==> config.mk <==
export PLATFORM = sky130hd
export DESIGN_NAME = fetch_unit
export DESIGN_NICKNAME = d
export VERILOG_FILES = /design/src/rtl/fetch_unit.sv
export SDC_FILE = /design/constraint.sdc
export NUM_CORES = 1
export LEC_CHECK = 0
export ABC_AREA = 1
export BUFFER_PORTS_ARGS = -buffer_cell sky130_fd_sc_hd__buf_2
export CAP_MARGIN = 15
export CORE_MARGIN = 2
export CORE_UTILIZATION = 30
export DETAILED_ROUTE_END_ITERATION = 10
export HOLD_SLACK_MARGIN = 0.03
export PLACE_DENSITY = 0.58
export RECOVER_POWER = 50
export SLEW_MARGIN = 20
export SYNTH_ARGS = -nofsm -noshare
export SYNTH_HDL_FRONTEND = slang
export SYNTH_SLANG_ARGS = --single-unit
==> constraint.sdc <==
create_clock -name clk -period 6.45 [get_ports clk]
set_input_delay 0.645 -clock clk [delete_from_list [all_inputs] [get_ports clk]]
set_output_delay 0.645 -clock clk [all_outputs]
set_load 0.02 [all_outputs]
==> src/rtl/fetch_unit.sv <==
// Instruction fetch: owns the fetch PC, issues in-order word requests and
// buffers returned instructions in a prefetch queue drained by decode.
`timescale 1ns/1ps
module fetch_unit #(
    parameter int          XLEN        = 64,
    parameter int          QUEUE_DEPTH = 4,
    parameter logic [63:0] RESET_PC    = 64'h0,
    parameter logic [31:0] NOP_INSTR   = 32'h00000013
) (
    input  logic            clk,
    input  logic            reset,
    output logic            imem_req_valid,
    input  logic            imem_req_ready,
    output logic [XLEN-1:0] imem_req_addr,
    input  logic            imem_resp_valid,
    input  logic [31:0]     imem_resp_data,
    input  logic            redirect_valid,
    input  logic [XLEN-1:0] redirect_pc,
    output logic            id_valid,
    input  logic            id_ready,
    output logic [31:0]     id_instr,
    output logic [XLEN-1:0] id_pc
);
    localparam int AW = $clog2(QUEUE_DEPTH);
    localparam int CW = AW + 1;

    logic [XLEN-1:0] fetch_pc;
    logic [31:0]     q_instr [QUEUE_DEPTH];
    logic [XLEN-1:0] q_pc    [QUEUE_DEPTH];
    logic [XLEN-1:0] pf_pc   [QUEUE_DEPTH];
    logic [AW-1:0]   q_head, q_tail, pf_head, pf_tail;
    logic [CW-1:0]   count, inflight, discard, inflight_nxt;
    logic [CW:0]     used;
    logic            req_fire, resp_ok, enq, deq;

    assign used           = {1'b0, count} + {1'b0, inflight};
    assign imem_req_valid = !reset && !redirect_valid
                            && (used < (CW+1)'(QUEUE_DEPTH));
    assign imem_req_addr  = fetch_pc;
    assign req_fire       = imem_req_valid && imem_req_ready;

    // A response with nothing outstanding is a protocol error and is ignored
    assign resp_ok = imem_resp_valid && (inflight != '0);
    assign enq     = resp_ok && !redirect_valid && (discard == '0);

    assign id_valid = (count != '0) && !redirect_valid;
    assign deq      = id_valid && id_ready;
    assign id_instr = (count != '0) ? q_instr[q_head] : NOP_INSTR;
    assign id_pc    = (count != '0) ? q_pc[q_head] : '0;

    assign inflight_nxt = inflight + CW'(req_fire) - CW'(resp_ok);

    always_ff @(posedge clk) begin
        if (enq) begin
            q_instr[q_tail] <= imem_resp_data;
            q_pc[q_tail]    <= pf_pc[pf_head];
        end
        if (req_fire)
            pf_pc[pf_tail] <= fetch_pc;
    end

    always_ff @(posedge clk or posedge reset) begin
        if (reset) begin
            fetch_pc <= XLEN'(RESET_PC);
            q_head   <= '0;
            q_tail   <= '0;
            pf_head  <= '0;
            pf_tail  <= '0;
            count    <= '0;
            inflight <= '0;
            discard  <= '0;
        end else begin
            inflight <= inflight_nxt;
            if (req_fire) begin
                pf_tail  <= pf_tail + AW'(1);
                fetch_pc <= fetch_pc + XLEN'(4);
            end
            if (resp_ok)
                pf_head <= pf_head + AW'(1);
            // Everything still outstanding after this cycle belongs to the old stream
            if (redirect_valid) begin
                fetch_pc <= redirect_pc & ~XLEN'(3);
                q_head   <= '0;
                q_tail   <= '0;
                count    <= '0;
                discard  <= inflight_nxt;
            end else begin
                if (resp_ok && discard != '0)
                    discard <= discard - CW'(1);
                if (enq)
                    q_tail <= q_tail + AW'(1);
                if (deq)
                    q_head <= q_head + AW'(1);
                count <= count + CW'(enq) - CW'(deq);
            end
        end
    end
endmodule

Word-level counts from Yosys, hierarchy flattened
Memory sizes are Yosys's and may differ from the RTL's. Cells that the tools add are included.

Add/subtract/negate cells: 11. Multipliers: 0. Div/mod/pow operators: 0. Magnitude comparators: 1. Equality and inequality tests: 0. Shift operators: 0. Mux-type cells: 15. Bitwise logic cells: 0. Reduce and logical (&&, ||, !) cells: 19.

Operator list (number): $mux 64 (3); $add 64x3->64 const B (1); $mux 32 (1); $logic_and 1x1->1 (9); $mux 3 (3); $reduce_bool 3->1 (3); $add 2x1->2 const B (4); $mux 2 (4); $reduce_bool 2->1 (4); $add 3x1->3 (2); $sub 3x1->3 (2); $add 3x3->4 (1); $lt 4x3->1 const B (1); $mux 1 (4); $logic_not 3->1 (1); $sub 3x1->3 const B (1); $logic_not 1->1 (2).

Bits in registers: 81. Latch bits: 0. RAM bits: 640. Memory bits (read-only): 0. Bits of input ports: 102. Output and inout bits: 162. Word-level logic and storage cells: 57. Memories kept: 3.

Memories: pf_pc (depth 4, width 64, read ports 1, clocked after Yosys merged registers in 0, write ports 1, RTL line 30) `logic [XLEN-1:0] pf_pc [QUEUE_DEPTH];`; q_pc (depth 4, width 64, read ports 1, clocked after Yosys merged registers in 0, write ports 1, RTL line 29) `logic [XLEN-1:0] q_pc [QUEUE_DEPTH];`; q_instr (depth 4, width 32, read ports 1, clocked after Yosys merged registers in 0, write ports 1, RTL line 28) `logic [31:0] q_instr [QUEUE_DEPTH];`.

Logic depth before layout (Yosys ltp)
Depth after elaboration: 7. Gate-level depth with buffers: 14. Gate-level depth less buffers: 13.

Worst setup path after synthesis
No wires, ideal clock.

Path type: input -> register. Start: input port reset. End: memory pf_pc[0][10], enable pin. Setup time: 482 ps. Arrival time: 5782 ps. Data required time: 5968 ps. Setup slack: 186 ps. Stages: 6. Buffers on the path: 1. Cell sequence: inv_1 nand2_2 nor3_4 nand2_4 buf_2 nor2_1.

Word-level cells in the longest chain between the ends: 6.

RTL lines: start, declared (RTL line 11) `input logic reset,`; $logic_not 1->1 (no source line); $logic_and 1x1->1 (RTL line 37) `assign imem_req_valid = !reset && !redirect_valid`; $logic_and 1x1->1 (RTL line 38) `&& (used < (CW+1)'(QUEUE_DEPTH));`; via imem_req_valid (RTL line 12) `output logic imem_req_valid,`; $logic_and 1x1->1 (RTL line 40) `assign req_fire = imem_req_valid && imem_req_ready;`; $mux 1 (RTL line 58) `if (req_fire)`; $mux 1 (implied by the code) (RTL line 59) `pf_pc[pf_tail] <= fetch_pc;`; end, declared (RTL line 30).

The timed path passes the listed nets, and every way through them passes these cells.

Worst setup path in the final report
Start: input port redirect_valid. End: memory q_pc[3][58], enable pin.

Word-level cells in the longest chain between the ends: 5.

RTL lines: start, declared (RTL line 17) `input logic redirect_valid,`; $logic_not 1->1 (RTL line 44) `assign enq = resp_ok && !redirect_valid && (discard == '0);`; $logic_and 1x1->1 (2 in series) (RTL line 44); $mux 1 (RTL line 54) `if (enq) begin`; $mux 1 (implied by the code) (RTL line 56) `q_pc[q_tail] <= pf_pc[pf_head];`; end, declared (RTL line 29).

Every way passes these cells.

==> run metrics <==
status=complete, but fails checks; failing checks=capacitance limit, slew limit; Worst Path Class, Setup=in -> reg; Port Buf Inserts=257; TNS Setup=0 ps; Overall Global Routing Usage=0.1575; leak pwr=12.28 nW; sw frac=0.3678; post-route design area=34420 sq um; Initial Util=0.3014; core box area=97990 sq um; H-tree level count=3; DRT Wirelength=81.24 mm; TritonCTS Buffers=77; Root Buffer Master=clkbuf_16; area grow syn2layout=16.53%; register area share after synthesis=0.7014; gr ovfl total=0; net switching power=5.260 mW; CP startpoint kind=input pin; DR pass1 iterations=5; Synth top area share=0.6345; clk sinks=703; Antenna Violating Nets Remaining=0; vias in the first global route=18.96k; Warnings, synthesis=0; global-route wire length before repair=120.1 mm; Avg WL per Cell=19.17 microns; syn avg cell area=11.11 sq um; share of cells above drive strength 1=0.1082; most frequent cells in the layout=633 x nor2_1, 624 x edfxtp_1, 342 x nand2_1; Placement Rows=115; full die area=101000 sq um; Remaining DRCs=0; die width=317.8 microns; Max Clk Rate=0.2081 GHz; CP Max Fanout=65; Period Utilization, post-route=0.7450; via/cell ratio=4.718; final setup violation count=0; leading post-synthesis cells by cell area=edfxtp_1 63%, nor2_1 8.1%, dfrtp_1 6.7%; #FFs+latches synth=703; starting DRC count in detailed routing=1625; commonest non-fill, non-tap cell in the layout=nor2_1; initial antenna violation count=4; Nets=3007; Yosys top cell by area=edfxtp_1; Final Hold Viols=0; setup repair after global routing missed its margin=false; clock slew at reported path FFs=60 ps; actual slew at the worst max-slew pin=3034 ps; Vert. Die Dim=317.8 microns; Final HPWL DP=50.62 mm; Comb power frac=0.290; sequential share of power=0.424; Peak VDD IR=248.2 uV; CP Capture Type=flop; slew margin rel.=-1.023; pwr dens=415.6 nW/um^2; placed cell area=32160 sq um; clock buffer depth=3; Pins Over Slew Limit=120; Top FF cell, synth=edfxtp_1; pin count of the biggest net entering global routing=112; fin crit period=4806 ps; clock share of power=0.286; CTS tree=done; Post-CTS Setup Bufs=0; Clock Latency Late Sink=630 ps; cell area after synthesis=29530 sq um; Worst Path Arrival=5050 ps; Post-synth EDFFs=624; Worst Path Required=6690 ps; Internal Power=9.041 mW; via count=19.99k; I/O Pins=264; worst-case clock skew=23.24 ps; cell count after synthesis=2658; max-cap viol count=3; Synth async-reset ratio=0.1124; Synth cell types=35; worst min-delay path class=in -> reg; routability cong.=0.9232
-- synth_stat cells, types with 2 or more instances --
cell type / n
buf_2: 19
inv_2: 3
ha_1: 17
dfrtp_1: 79
o21ai_0: 341
inv_1: 120
xnor2_1: 11
nand2_1: 342
o311ai_0: 3
nand3_1: 101
o22ai_1: 62
nand2_2: 4
xor2_1: 23
o211ai_1: 13
buf_4: 6
buf_1: 17
clkinv_1: 2
clkbuf_1: 94
nor2_2: 2
buf_6: 4
nand4_1: 6
fa_1: 2
edfxtp_1: 624
o21ai_1: 2
nor2_1: 637
o21bai_1: 18
a21oi_1: 95
nor2_4: 4
-- logic make-up (layout without fill, tap and decap cells) --
group           Yosys count  count (layout)  synth area share
buf+inv                 266             554           0.03643
flops                   703             703            0.7014
fa+ha+maj                19              19          0.008558
simple gates           1100            1100            0.1470
compound gates          535             535           0.09638
xor+xnor                 34              34           0.01008
other cells               1               5         0.0001270
-- per-stage QoR --
| step | total power, mW | util | setup WS, ps | std cells | hold WS [ps] |
|---|---|---|---|---|---|
| after detailed placement | 10.38 | 0.3282 | 2353 | 4091 | 549.4 |
| after global routing | 15.08 | 0.3512 | 1293 | 4236 | 235.5 |
| final | 14.30 | 0.3512 | 1644 | 4237 | 246.8 |
| after floorplan | 8.644 | - | 186.2 | 2661 | 515.8 |
| after CTS | 14.51 | 0.3523 | 1968 | 4234 | 186.9 |
| after global placement | 10.33 | 0.3282 | 2396 | 4091 | 543.9 |
-- metal layers --
metal	vias up	part of all wire	global-route usage	wire length, microns
met5	-	0.00050	0	41
met4	6	0.030	0.05587	2438
met2	522	0.47	0.2578	38560
met3	133	0.055	0.03038	4456
met1	9674	0.44	0.2083	35750
li1	9657	-	-	-
-- power groups by stage --
stage          Sequential [mW]  Combinational (mW)  Clock, mW
2_1_floorplan             6.00                2.64          0
3_3_place_gp              6.16                4.17          0
3_5_place_dp              6.16                4.22          0
4_1_cts                   6.07                4.23       4.21
5_1_grt                   6.11                4.58       4.40
6_report                  6.07                4.14       4.09
-- flip-flops by register name, summed over array words and instances (netlist names) --
| name | count |
|---|---|
| pf_pc | 248 |
| discard | 3 |
| count | 3 |
| q_instr | 128 |
| q_head | 2 |
| pf_head | 2 |
| inflight | 3 |
| imem_req_addr | 62 |
| pf_tail | 2 |
| q_pc | 248 |
| q_tail | 2 |
-- timing repair --
item,CTS,global route
hold buffers,1,0
hold endpoints to repair,21,0
endpoints found under the setup margin,0,0
gates resized for setup,0,0
-- path summary, 6_finish.rpt --
check | depth (start not counted) | from | slack [ps] | end
min | 3 | redirect_pc[16] | 250 | imem_req_addr[16]$_DFFE_PP0N_
max in group asynchronous | 4 | reset | 4150 | q_head[1]$_DFFE_PP0P_
min reg2reg | 1 | q_tail[0]$_DFFE_PP0P_ | 560 | q_tail[0]$_DFFE_PP0P_
max | 8 | redirect_valid | 1640 | q_pc[3][58]$_DFFE_PP_
min in group asynchronous | 3 | reset | 840 | imem_req_addr[10]$_DFFE_PP0N_
max reg2reg | 4 | pf_head[1]$_DFFE_PP0P_ | 2580 | q_pc[0][60]$_DFFE_PP_
-- critical path: stages --
cell and delay [ps]:
clkbuf_1 110, clkinvlp_2 110, clkbuf_1 1730, nand2_1 100, nor2_1 250, nand2_1 210, nor2_1 1320, buf_12 440
-- layout make-up --
| class | count | area, sq um |
|---|---|---|
| Tap cell | 1287 | 1610 |
| Timing Repair Buffer | 286 | 1469 |
| Inverter | 126 | 481.7 |
| Clock inverter | 36 | 269.0 |
| Fill cell | 9619 | 63570 |
| Clock buffer | 106 | 2077 |
| Antenna cell | 1 | 2.502 |
| Multi-Input combinational cell | 1692 | 7784 |
| Sequential cell | 703 | 20720 |
Note: power is estimated with default switching activity, not from simulation.
